File: src/rtl/ctrl_pkg.sv
// Shared encodings and control-bundle types for the MIPS control pipeline.
// Opcode/funct values, writeback/PC-select encodings and per-stage control structs.
package ctrl_pkg;

  localparam logic [5:0] OP_RTYPE = 6'h00;
  localparam logic [5:0] OP_J     = 6'h02;
  localparam logic [5:0] OP_JAL   = 6'h03;
  localparam logic [5:0] OP_BEQ   = 6'h04;
  localparam logic [5:0] OP_SLTI  = 6'h0a;
  localparam logic [5:0] OP_SLTIU = 6'h0b;
  localparam logic [5:0] OP_ANDI  = 6'h0c;
  localparam logic [5:0] OP_LUI   = 6'h0f;
  localparam logic [5:0] OP_LW    = 6'h23;
  localparam logic [5:0] OP_SW    = 6'h2b;

  localparam logic [5:0] FN_SLL   = 6'h00;
  localparam logic [5:0] FN_SRL   = 6'h02;
  localparam logic [5:0] FN_SRA   = 6'h03;
  localparam logic [5:0] FN_JR    = 6'h08;
  localparam logic [5:0] FN_JALR  = 6'h09;
  localparam logic [5:0] FN_MFHI  = 6'h10;
  localparam logic [5:0] FN_MFLO  = 6'h12;
  localparam logic [5:0] FN_MULT  = 6'h18;
  localparam logic [5:0] FN_MULTU = 6'h19;
  localparam logic [5:0] FN_DIV   = 6'h1a;
  localparam logic [5:0] FN_DIVU  = 6'h1b;

  typedef enum logic [1:0] {
    M2R_ALU  = 2'd0,
    M2R_MEM  = 2'd1,
    M2R_LINK = 2'd2
  } mem_to_reg_e;

  typedef enum logic [1:0] {
    PC_SEQ  = 2'd0,
    PC_JUMP = 2'd1,
    PC_REG  = 2'd2
  } pc_src_e;

  typedef enum logic {
    MD_IDLE = 1'b0,
    MD_BUSY = 1'b1
  } md_state_e;

  // Full decode result for the instruction sitting in ID.
  typedef struct packed {
    logic        ext_op;
    logic        lu_op;
    logic        branch;
    pc_src_e     pc_src;
    logic [3:0]  alu_op;
    logic        alu_src1;
    logic        alu_src2;
    logic        mem_read;
    logic        mem_write;
    logic        reg_write;
    logic        hilo_write;
    mem_to_reg_e mem_to_reg;
    logic        uses_rt;
  } ctrl_bundle_t;

  typedef struct packed {
    logic        alu_src1;
    logic        alu_src2;
    logic        mem_read;
    logic        mem_write;
    logic        reg_write;
    logic        hilo_write;
    mem_to_reg_e mem_to_reg;
  } ex_ctrl_t;

  typedef struct packed {
    logic        mem_read;
    logic        mem_write;
    logic        reg_write;
    logic        hilo_write;
    mem_to_reg_e mem_to_reg;
  } mem_ctrl_t;

  typedef struct packed {
    logic        reg_write;
    logic        hilo_write;
    mem_to_reg_e mem_to_reg;
  } wb_ctrl_t;

  function automatic logic is_muldiv(input logic [5:0] funct);
    return funct inside {FN_MULT, FN_MULTU, FN_DIV, FN_DIVU};
  endfunction

  // mfhi/mflo are listed explicitly: they move HI/LO into rd like any ALU result.
  function automatic logic funct_writes_gpr(input logic [5:0] funct);
    logic w;
    unique case (funct)
      FN_JR, FN_MULT, FN_MULTU, FN_DIV, FN_DIVU: w = 1'b0;
      FN_MFHI, FN_MFLO:                          w = 1'b1;
      default:                                   w = 1'b1;
    endcase
    return w;
  endfunction

endpackage

File: src/rtl/ctrl_decode.sv
// Purely combinational main decoder: opcode/funct (plus rt/rd) to control bundle
// and destination register.
module ctrl_decode
  import ctrl_pkg::*;
#(
  parameter int REG_ADDR_W = 5
) (
  input  logic [5:0]            opcode,
  input  logic [5:0]            funct,
  input  logic [REG_ADDR_W-1:0] rt,
  input  logic [REG_ADDR_W-1:0] rd,
  output ctrl_bundle_t          ctrl,
  output logic [REG_ADDR_W-1:0] dest
);

  logic is_r;
  logic is_jr;
  logic is_jalr;
  logic is_md;

  assign is_r    = (opcode == OP_RTYPE);
  assign is_jr   = is_r && (funct == FN_JR);
  assign is_jalr = is_r && (funct == FN_JALR);
  assign is_md   = is_r && is_muldiv(funct);

  always_comb begin
    // NOTE: every output gets a default first so no path can infer a latch.
    ctrl = '0;
    dest = rt;

    ctrl.ext_op = (opcode != OP_ANDI);
    ctrl.lu_op  = (opcode == OP_LUI);
    ctrl.branch = (opcode == OP_BEQ);

    if (opcode == OP_J || opcode == OP_JAL) ctrl.pc_src = PC_JUMP;
    else if (is_jr || is_jalr)              ctrl.pc_src = PC_REG;
    else                                    ctrl.pc_src = PC_SEQ;

    unique case (opcode)
      OP_RTYPE:          ctrl.alu_op[2:0] = 3'b010;
      OP_BEQ:            ctrl.alu_op[2:0] = 3'b001;
      OP_ANDI:           ctrl.alu_op[2:0] = 3'b100;
      OP_SLTI, OP_SLTIU: ctrl.alu_op[2:0] = 3'b101;
      default:           ctrl.alu_op[2:0] = 3'b000;
    endcase
    ctrl.alu_op[3] = opcode[0];

    ctrl.alu_src1  = is_r && (funct inside {FN_SLL, FN_SRL, FN_SRA});
    ctrl.alu_src2  = !(is_r || opcode == OP_BEQ);
    ctrl.mem_read  = (opcode == OP_LW);
    ctrl.mem_write = (opcode == OP_SW);

    if (opcode == OP_LW)                    ctrl.mem_to_reg = M2R_MEM;
    else if (opcode == OP_JAL || is_jalr)   ctrl.mem_to_reg = M2R_LINK;
    else                                    ctrl.mem_to_reg = M2R_ALU;

    unique case (opcode)
      OP_SW, OP_BEQ, OP_J: ctrl.reg_write = 1'b0;
      OP_RTYPE:            ctrl.reg_write = funct_writes_gpr(funct);
      default:             ctrl.reg_write = 1'b1;
    endcase

    ctrl.hilo_write = is_md;
    ctrl.uses_rt    = is_r || opcode == OP_BEQ || opcode == OP_SW;

    if (opcode == OP_JAL) dest = '1;
    else if (is_r)        dest = rd;
  end

endmodule

File: src/rtl/ctrl_pipe.sv
// Control pipeline: decodes ID and carries the control bundle through ID/EX,
// EX/MEM and MEM/WB with load-use interlock, branch squash and mult/div EX hold.
module ctrl_pipe
  import ctrl_pkg::*;
#(
  parameter int REG_ADDR_W = 5,
  parameter int ALUOP_W    = 4,
  parameter int MULDIV_LAT = 4,
  parameter int HAZARD_EN  = 1
) (
  input  logic                  clk,
  input  logic                  reset_n,
  input  logic                  id_valid,
  input  logic [5:0]            id_opcode,
  input  logic [5:0]            id_funct,
  input  logic [REG_ADDR_W-1:0] id_rs,
  input  logic [REG_ADDR_W-1:0] id_rt,
  input  logic [REG_ADDR_W-1:0] id_rd,
  input  logic                  flush_id,
  output logic                  id_ext_op,
  output logic                  id_lu_op,
  output logic                  id_branch,
  output logic [1:0]            id_pc_src,
  output logic                  stall,
  output logic                  muldiv_busy,
  output logic                  ex_valid,
  output logic [ALUOP_W-1:0]    ex_alu_op,
  output logic                  ex_alu_src1,
  output logic                  ex_alu_src2,
  output logic [REG_ADDR_W-1:0] ex_dest,
  output logic                  ex_mem_read,
  output logic                  mem_valid,
  output logic                  mem_read,
  output logic                  mem_write,
  output logic [REG_ADDR_W-1:0] mem_dest,
  output logic                  wb_valid,
  output logic                  wb_reg_write,
  output logic                  wb_hilo_write,
  output logic [1:0]            wb_mem_to_reg,
  output logic [REG_ADDR_W-1:0] wb_dest
);

  localparam int CNT_W = (MULDIV_LAT > 2) ? $clog2(MULDIV_LAT) : 1;

  ctrl_bundle_t          dec;
  logic [REG_ADDR_W-1:0] dec_dest;

  ctrl_decode #(.REG_ADDR_W(REG_ADDR_W)) u_decode (
    .opcode (id_opcode),
    .funct  (id_funct),
    .rt     (id_rt),
    .rd     (id_rd),
    .ctrl   (dec),
    .dest   (dec_dest)
  );

  md_state_e             state_q, state_d;
  logic [CNT_W-1:0]      cnt_q, cnt_d;
  logic                  kill_q;

  logic                  ex_valid_q, mem_valid_q, wb_valid_q;
  ex_ctrl_t              ex_ctrl_q, ex_ctrl_d;
  mem_ctrl_t             mem_ctrl_q, mem_ctrl_d;
  wb_ctrl_t              wb_ctrl_q, wb_ctrl_d;
  logic [ALUOP_W-1:0]    ex_alu_op_q;
  logic [REG_ADDR_W-1:0] ex_dest_q, mem_dest_q, wb_dest_q;

  logic ex_hold;
  logic load_use;
  logic load_valid;

  assign ex_hold = (state_q == MD_BUSY);

  // A load in EX whose result ID needs: $0 never creates a dependency.
  assign load_use = (HAZARD_EN != 0) && ex_valid_q && ex_ctrl_q.mem_read &&
                    (ex_dest_q != '0) &&
                    ((ex_dest_q == id_rs) || ((ex_dest_q == id_rt) && dec.uses_rt));

  assign load_valid = id_valid && !flush_id && !kill_q && !load_use;

  assign ex_ctrl_d = '{
    alu_src1:   dec.alu_src1,
    alu_src2:   dec.alu_src2,
    mem_read:   dec.mem_read,
    mem_write:  dec.mem_write,
    reg_write:  dec.reg_write,
    hilo_write: dec.hilo_write,
    mem_to_reg: dec.mem_to_reg
  };

  assign mem_ctrl_d = '{
    mem_read:   ex_ctrl_q.mem_read,
    mem_write:  ex_ctrl_q.mem_write,
    reg_write:  ex_ctrl_q.reg_write,
    hilo_write: ex_ctrl_q.hilo_write,
    mem_to_reg: ex_ctrl_q.mem_to_reg
  };

  assign wb_ctrl_d = '{
    reg_write:  mem_ctrl_q.reg_write,
    hilo_write: mem_ctrl_q.hilo_write,
    mem_to_reg: mem_ctrl_q.mem_to_reg
  };

  always_comb begin
    state_d = state_q;
    cnt_d   = cnt_q;
    unique case (state_q)
      MD_IDLE: begin
        if (MULDIV_LAT > 1 && load_valid && dec.hilo_write) begin
          state_d = MD_BUSY;
          cnt_d   = CNT_W'(MULDIV_LAT - 1);
        end
      end
      MD_BUSY: begin
        cnt_d = cnt_q - CNT_W'(1);
        if (cnt_q == CNT_W'(1)) state_d = MD_IDLE;
      end
      default: state_d = MD_IDLE;
    endcase
  end

  always_ff @(posedge clk) begin
    // NOTE: non-blocking everywhere so each stage samples its upstream's pre-edge value.
    if (!reset_n) begin
      state_q     <= MD_IDLE;
      cnt_q       <= '0;
      kill_q      <= 1'b0;
      ex_valid_q  <= 1'b0;
      ex_ctrl_q   <= '0;
      ex_alu_op_q <= '0;
      ex_dest_q   <= '0;
      mem_valid_q <= 1'b0;
      mem_ctrl_q  <= '0;
      mem_dest_q  <= '0;
      wb_valid_q  <= 1'b0;
      wb_ctrl_q   <= '0;
      wb_dest_q   <= '0;
    end else begin
      state_q <= state_d;
      cnt_q   <= cnt_d;

      if (ex_hold) begin
        // A squash arriving while EX is frozen is remembered for the next load.
        kill_q      <= kill_q | flush_id;
        mem_valid_q <= 1'b0;
        mem_ctrl_q  <= '0;
        mem_dest_q  <= '0;
      end else begin
        kill_q      <= 1'b0;
        ex_valid_q  <= load_valid;
        ex_ctrl_q   <= load_valid ? ex_ctrl_d : '0;
        ex_alu_op_q <= load_valid ? ALUOP_W'(dec.alu_op) : '0;
        ex_dest_q   <= load_valid ? dec_dest : '0;
        mem_valid_q <= ex_valid_q;
        mem_ctrl_q  <= mem_ctrl_d;
        mem_dest_q  <= ex_dest_q;
      end

      wb_valid_q <= mem_valid_q;
      wb_ctrl_q  <= wb_ctrl_d;
      wb_dest_q  <= mem_dest_q;
    end
  end

  assign id_ext_op     = dec.ext_op;
  assign id_lu_op      = dec.lu_op;
  assign id_branch     = dec.branch;
  assign id_pc_src     = dec.pc_src;
  assign stall         = ex_hold || load_use;
  assign muldiv_busy   = ex_hold;

  assign ex_valid      = ex_valid_q;
  assign ex_alu_op     = ex_alu_op_q;
  assign ex_alu_src1   = ex_ctrl_q.alu_src1;
  assign ex_alu_src2   = ex_ctrl_q.alu_src2;
  assign ex_dest       = ex_dest_q;
  assign ex_mem_read   = ex_ctrl_q.mem_read;

  assign mem_valid     = mem_valid_q;
  assign mem_read      = mem_ctrl_q.mem_read;
  assign mem_write     = mem_ctrl_q.mem_write;
  assign mem_dest      = mem_dest_q;

  assign wb_valid      = wb_valid_q;
  assign wb_reg_write  = wb_ctrl_q.reg_write;
  assign wb_hilo_write = wb_ctrl_q.hilo_write;
  assign wb_mem_to_reg = wb_ctrl_q.mem_to_reg;
  assign wb_dest       = wb_dest_q;

endmodule

File: config.mk
export PLATFORM = sky130hd
export DESIGN_NAME = ctrl_pipe
export DESIGN_NICKNAME = d
export VERILOG_FILES = /design/src/rtl/ctrl_pkg.sv /design/src/rtl/ctrl_decode.sv /design/src/rtl/ctrl_pipe.sv
export SDC_FILE = /design/constraint.sdc
export NUM_CORES = 1
export LEC_CHECK = 0
export ABC_AREA = 1
export BUFFER_PORTS_ARGS = -buffer_cell sky130_fd_sc_hd__clkbuf_2
export CORE_AREA = 4 4 67 69
export DETAILED_ROUTE_END_ITERATION = 6
export DIE_AREA = 0 0 71 73
export GPL_TIMING_DRIVEN = 0
export PLACE_DENSITY = 0.82
export SLEW_MARGIN = 10
export SYNTH_ARGS = -nofsm -noshare
export SYNTH_HDL_FRONTEND = slang
export SYNTH_HIERARCHICAL = 1
export SYNTH_SLANG_ARGS = --single-unit
File: constraint.sdc
create_clock -name clk -period 3.1 [get_ports clk]
set_input_delay 0.62 -clock clk [delete_from_list [all_inputs] [get_ports clk]]
set_output_delay 0.62 -clock clk [all_outputs]
set_load 0.01 [all_outputs]
==> metrics <==
die height approximately 73 um; IO buf count between 60 and 70; worst endpoint data arrival time just over 2 ns; post-CTS setup buffers 0; number of hold-slack violations in the final timing report 0; clock slew at reported path FFs around 0.070 ns; RSZ-0062 raised after global routing false; CP Launch Type input port; first-iteration detailed-routing DRC count 94; Levels on crit path 12; worst slew pin tran a little under 0.6 ns; Core Box Area just under 4000 um2; Post-CTS Hold Buffers 0; DIE WIDTH 71 um; net count after synthesis 315; worst reg2reg path depth 10; Initial DRT Pass Iterations 4; cts bufs inserted 5; path type of the worst setup path in -> out; setup violation total in the final timing report 0; Synth Flop Type sky130_fd_sc_hd__dfxtp_1; Synth Warn # 6; boundary pin count just under 70; Total Routing Usage GR 18.91%; Final HPWL DP approximately 3600 um; Wirelength per Cell between 10 and 15 um; most used cell along the critical path sky130_fd_sc_hd__nand2_1; worst-case clock buffer depth 2; cell types with the largest area share after synthesis sky130_fd_sc_hd__dfxtp_1, sky130_fd_sc_hd__nand2_1, sky130_fd_sc_hd__inv_1; number of slew-limit violations in the final report 0; Overflow after GRT 0; average size of a mapped cell between 7 and 8 um2; number of maximum-capacitance violations 0; Tcrit/Tclk final a little under nine tenths; maximum resistive drop on vdd 294.2 uV; clock tree from TritonCTS done; number of nets at the end of the flow just under 400; DRC viols 0; Mapped Area ~2000 um2; total number of vias between 1500 and 2000; weighted congestion reported at the end of routability-driven placement approximately 0.86; PD cells about 470 nW/um2; number of fill cells approximately 360; Inst Count DP approximately 400; cells along the critical path clkbuf_2, nor2_4, nand3_2, nand2_1, nand2_1, nor2_1, nand3_1, nand2_1, nand2_1, buf_2, nand2_1, clkbuf_2; cell with the biggest individual delay on the critical path sky130_fd_sc_hd__nor2_4; Worst Path Buf+Inv 3; Synth async-reset ratio 0%; Leak Pwr 0.001424 uW; kind of cell adding the most delay to the critical path simple AND/OR/NAND/NOR gates; crit-path max cell delay 0.21 ns; pin count of the biggest net entering global routing 14; number of synthesized flops with an enable pin 0; Slew HR roughly three fifths; Tightest Hold Check Type reg -> reg; residual antenna-violating net count after detailed routing 0; most frequent cell after synthesis sky130_fd_sc_hd__nand2_1; library cell with the largest summed area after synthesis sky130_fd_sc_hd__dfxtp_1; fraction of post-synthesis cell area in the top cell type by area a little over two fifths; Hold Crit Depth 2; cell at the root of the clock tree sky130_fd_sc_hd__clkbuf_8; peak clock frequency supported by timing 0.3791 GHz; Post-Route Setup TNS 0 ns; global-route wire length before repair 7838 um; final cell count without fillers 408; worst clock skew ~0.0048 ns; number of diodes 0; number of global-route vias before repair 1888; worst skew pair latency about 0.29 ns; starting density of the core between 50% and 60%; die area approximately 5200 um2; signed area change from the synthesized netlist to the final layout 26.51%; clk sink count 44; row cnt 23; post-route worst setup slack around 0.46 ns; Setup crit end kind primary output; Cell variety after synth 25; sequential area share after synthesis a little over two fifths; wire length reported by the detailed router ~4700 um; post-synthesis register bit count between 40 and 50; vias per inst roughly 4.8; depth of the CTS H-tree 2; antenna violations before repair 0; outcome complete, no violations; required time at the worst-slack endpoint approximately 2.5 ns; pre-CTS worst setup slack 0.4623 ns; min Tclk post-route 2.638 ns; share of post-route cells with drive strength above 1 a little over a quarter; cell count after synthesis 283; post-cts resize count 0; commonest cells in the synthesized netlist sky130_fd_sc_hd__nand2_1, sky130_fd_sc_hd__inv_1, sky130_fd_sc_hd__dfxtp_1, sky130_fd_sc_hd__nand3_1, sky130_fd_sc_hd__nor2_1; maximum fanout along the worst path 10
worst register-to-register path: cells and delay by family, from the launching register on:
kind / cells / cell delay (ns)
compound gates: 1 / 0.08
flops: 1 / 0.39
simple gates: 7 / 0.55
buf+inv: 2 / 0.31
per-layer routing:
metal	GRT usage (%)	part of all wire, %
met5	0	0
met2	33.37	47
met4	8.977	2.6
met3	5.372	8.8
met1	20.97	41
cell families after synthesis:
group	synth area share (%)
and+or+nand+nor	37.37
buffers and inverters	12.98
DFF	43.92
AOI/OAI and AO/OA	4.678
xor gates and xnor gates	0.4368
adders and majority gates	0.6237
worst paths after layout:
kind	slack (ns)	startpoint	endpoint
max	0.46	id_opcode[1]	stall
min	0.41	mem_ctrl_q[2]	wb_hilo_write
max reg2reg	1.64	ex_dest[3]	ex_valid
min reg2reg	0.41	mem_ctrl_q[2]	wb_hilo_write
cells in the final DEF, fill, tap and decap left out:
master | Yosys | final
sky130_fd_sc_hd__a21oi_1 | 3 | 3
sky130_fd_sc_hd__buf_2 | 1 | 1
sky130_fd_sc_hd__buf_4 | 4 | 4
sky130_fd_sc_hd__buf_6 | 1 | 1
sky130_fd_sc_hd__bufinv_16 | 0 | 2
sky130_fd_sc_hd__clkbuf_1 | 3 | 3
sky130_fd_sc_hd__clkbuf_2 | 0 | 68
sky130_fd_sc_hd__clkbuf_8 | 0 | 5
sky130_fd_sc_hd__dfxtp_1 | 44 | 44
sky130_fd_sc_hd__ha_1 | 1 | 1
sky130_fd_sc_hd__inv_1 | 51 | 51
sky130_fd_sc_hd__inv_2 | 3 | 3
sky130_fd_sc_hd__nand2_1 | 73 | 73
sky130_fd_sc_hd__nand2_4 | 2 | 2
sky130_fd_sc_hd__nand3_1 | 34 | 34
sky130_fd_sc_hd__nand3_2 | 3 | 3
sky130_fd_sc_hd__nand3_4 | 1 | 1
sky130_fd_sc_hd__nand4_1 | 2 | 2
sky130_fd_sc_hd__nor2_1 | 32 | 32
sky130_fd_sc_hd__nor2_2 | 1 | 1
sky130_fd_sc_hd__nor2_4 | 3 | 3
sky130_fd_sc_hd__nor2_8 | 2 | 2
sky130_fd_sc_hd__nor3_2 | 1 | 1
sky130_fd_sc_hd__nor4_1 | 2 | 2
sky130_fd_sc_hd__o21ai_0 | 13 | 13
sky130_fd_sc_hd__o21ai_1 | 1 | 1
sky130_fd_sc_hd__o21ai_2 | 1 | 1
sky130_fd_sc_hd__xnor2_1 | 1 | 1
layout make-up:
type                    count  area (um2)  share of cell area, %
flip-flops and latches     44       880.8                  34.71
multi-input cells         176       864.6                  34.07
repair buffers             68       340.3                  13.41
inverters                  54       202.7                  7.988
clock buffers               5       68.82                  2.712
well taps                  50       62.56                  2.465
clock inverters             2       60.06                  2.367
plain buffers               9       57.56                  2.268
where the power goes:
group / internal (uW) / leakage (uW) / switching (uW)
registers: 572 / 0.000356 / 4.73
clock network: 317 / 0.0000642 / 185
logic: 40.2 / 0.00100 / 62.2
per-stage QoR:
step	utilization (%)	power (uW)	area, um2	hold slack, ns
detailed placement	61.54	691.0	2409	0.3981
global placement	61.54	688.7	2409	0.3938
CTS	64.83	1188	2537	0.4162
floorplan	-	646.6	2006	0.3905
finish	64.83	1180	2537	0.4137
global route	64.83	1223	2537	0.4529
No activity file was read; power rests on OpenSTA's default activity.
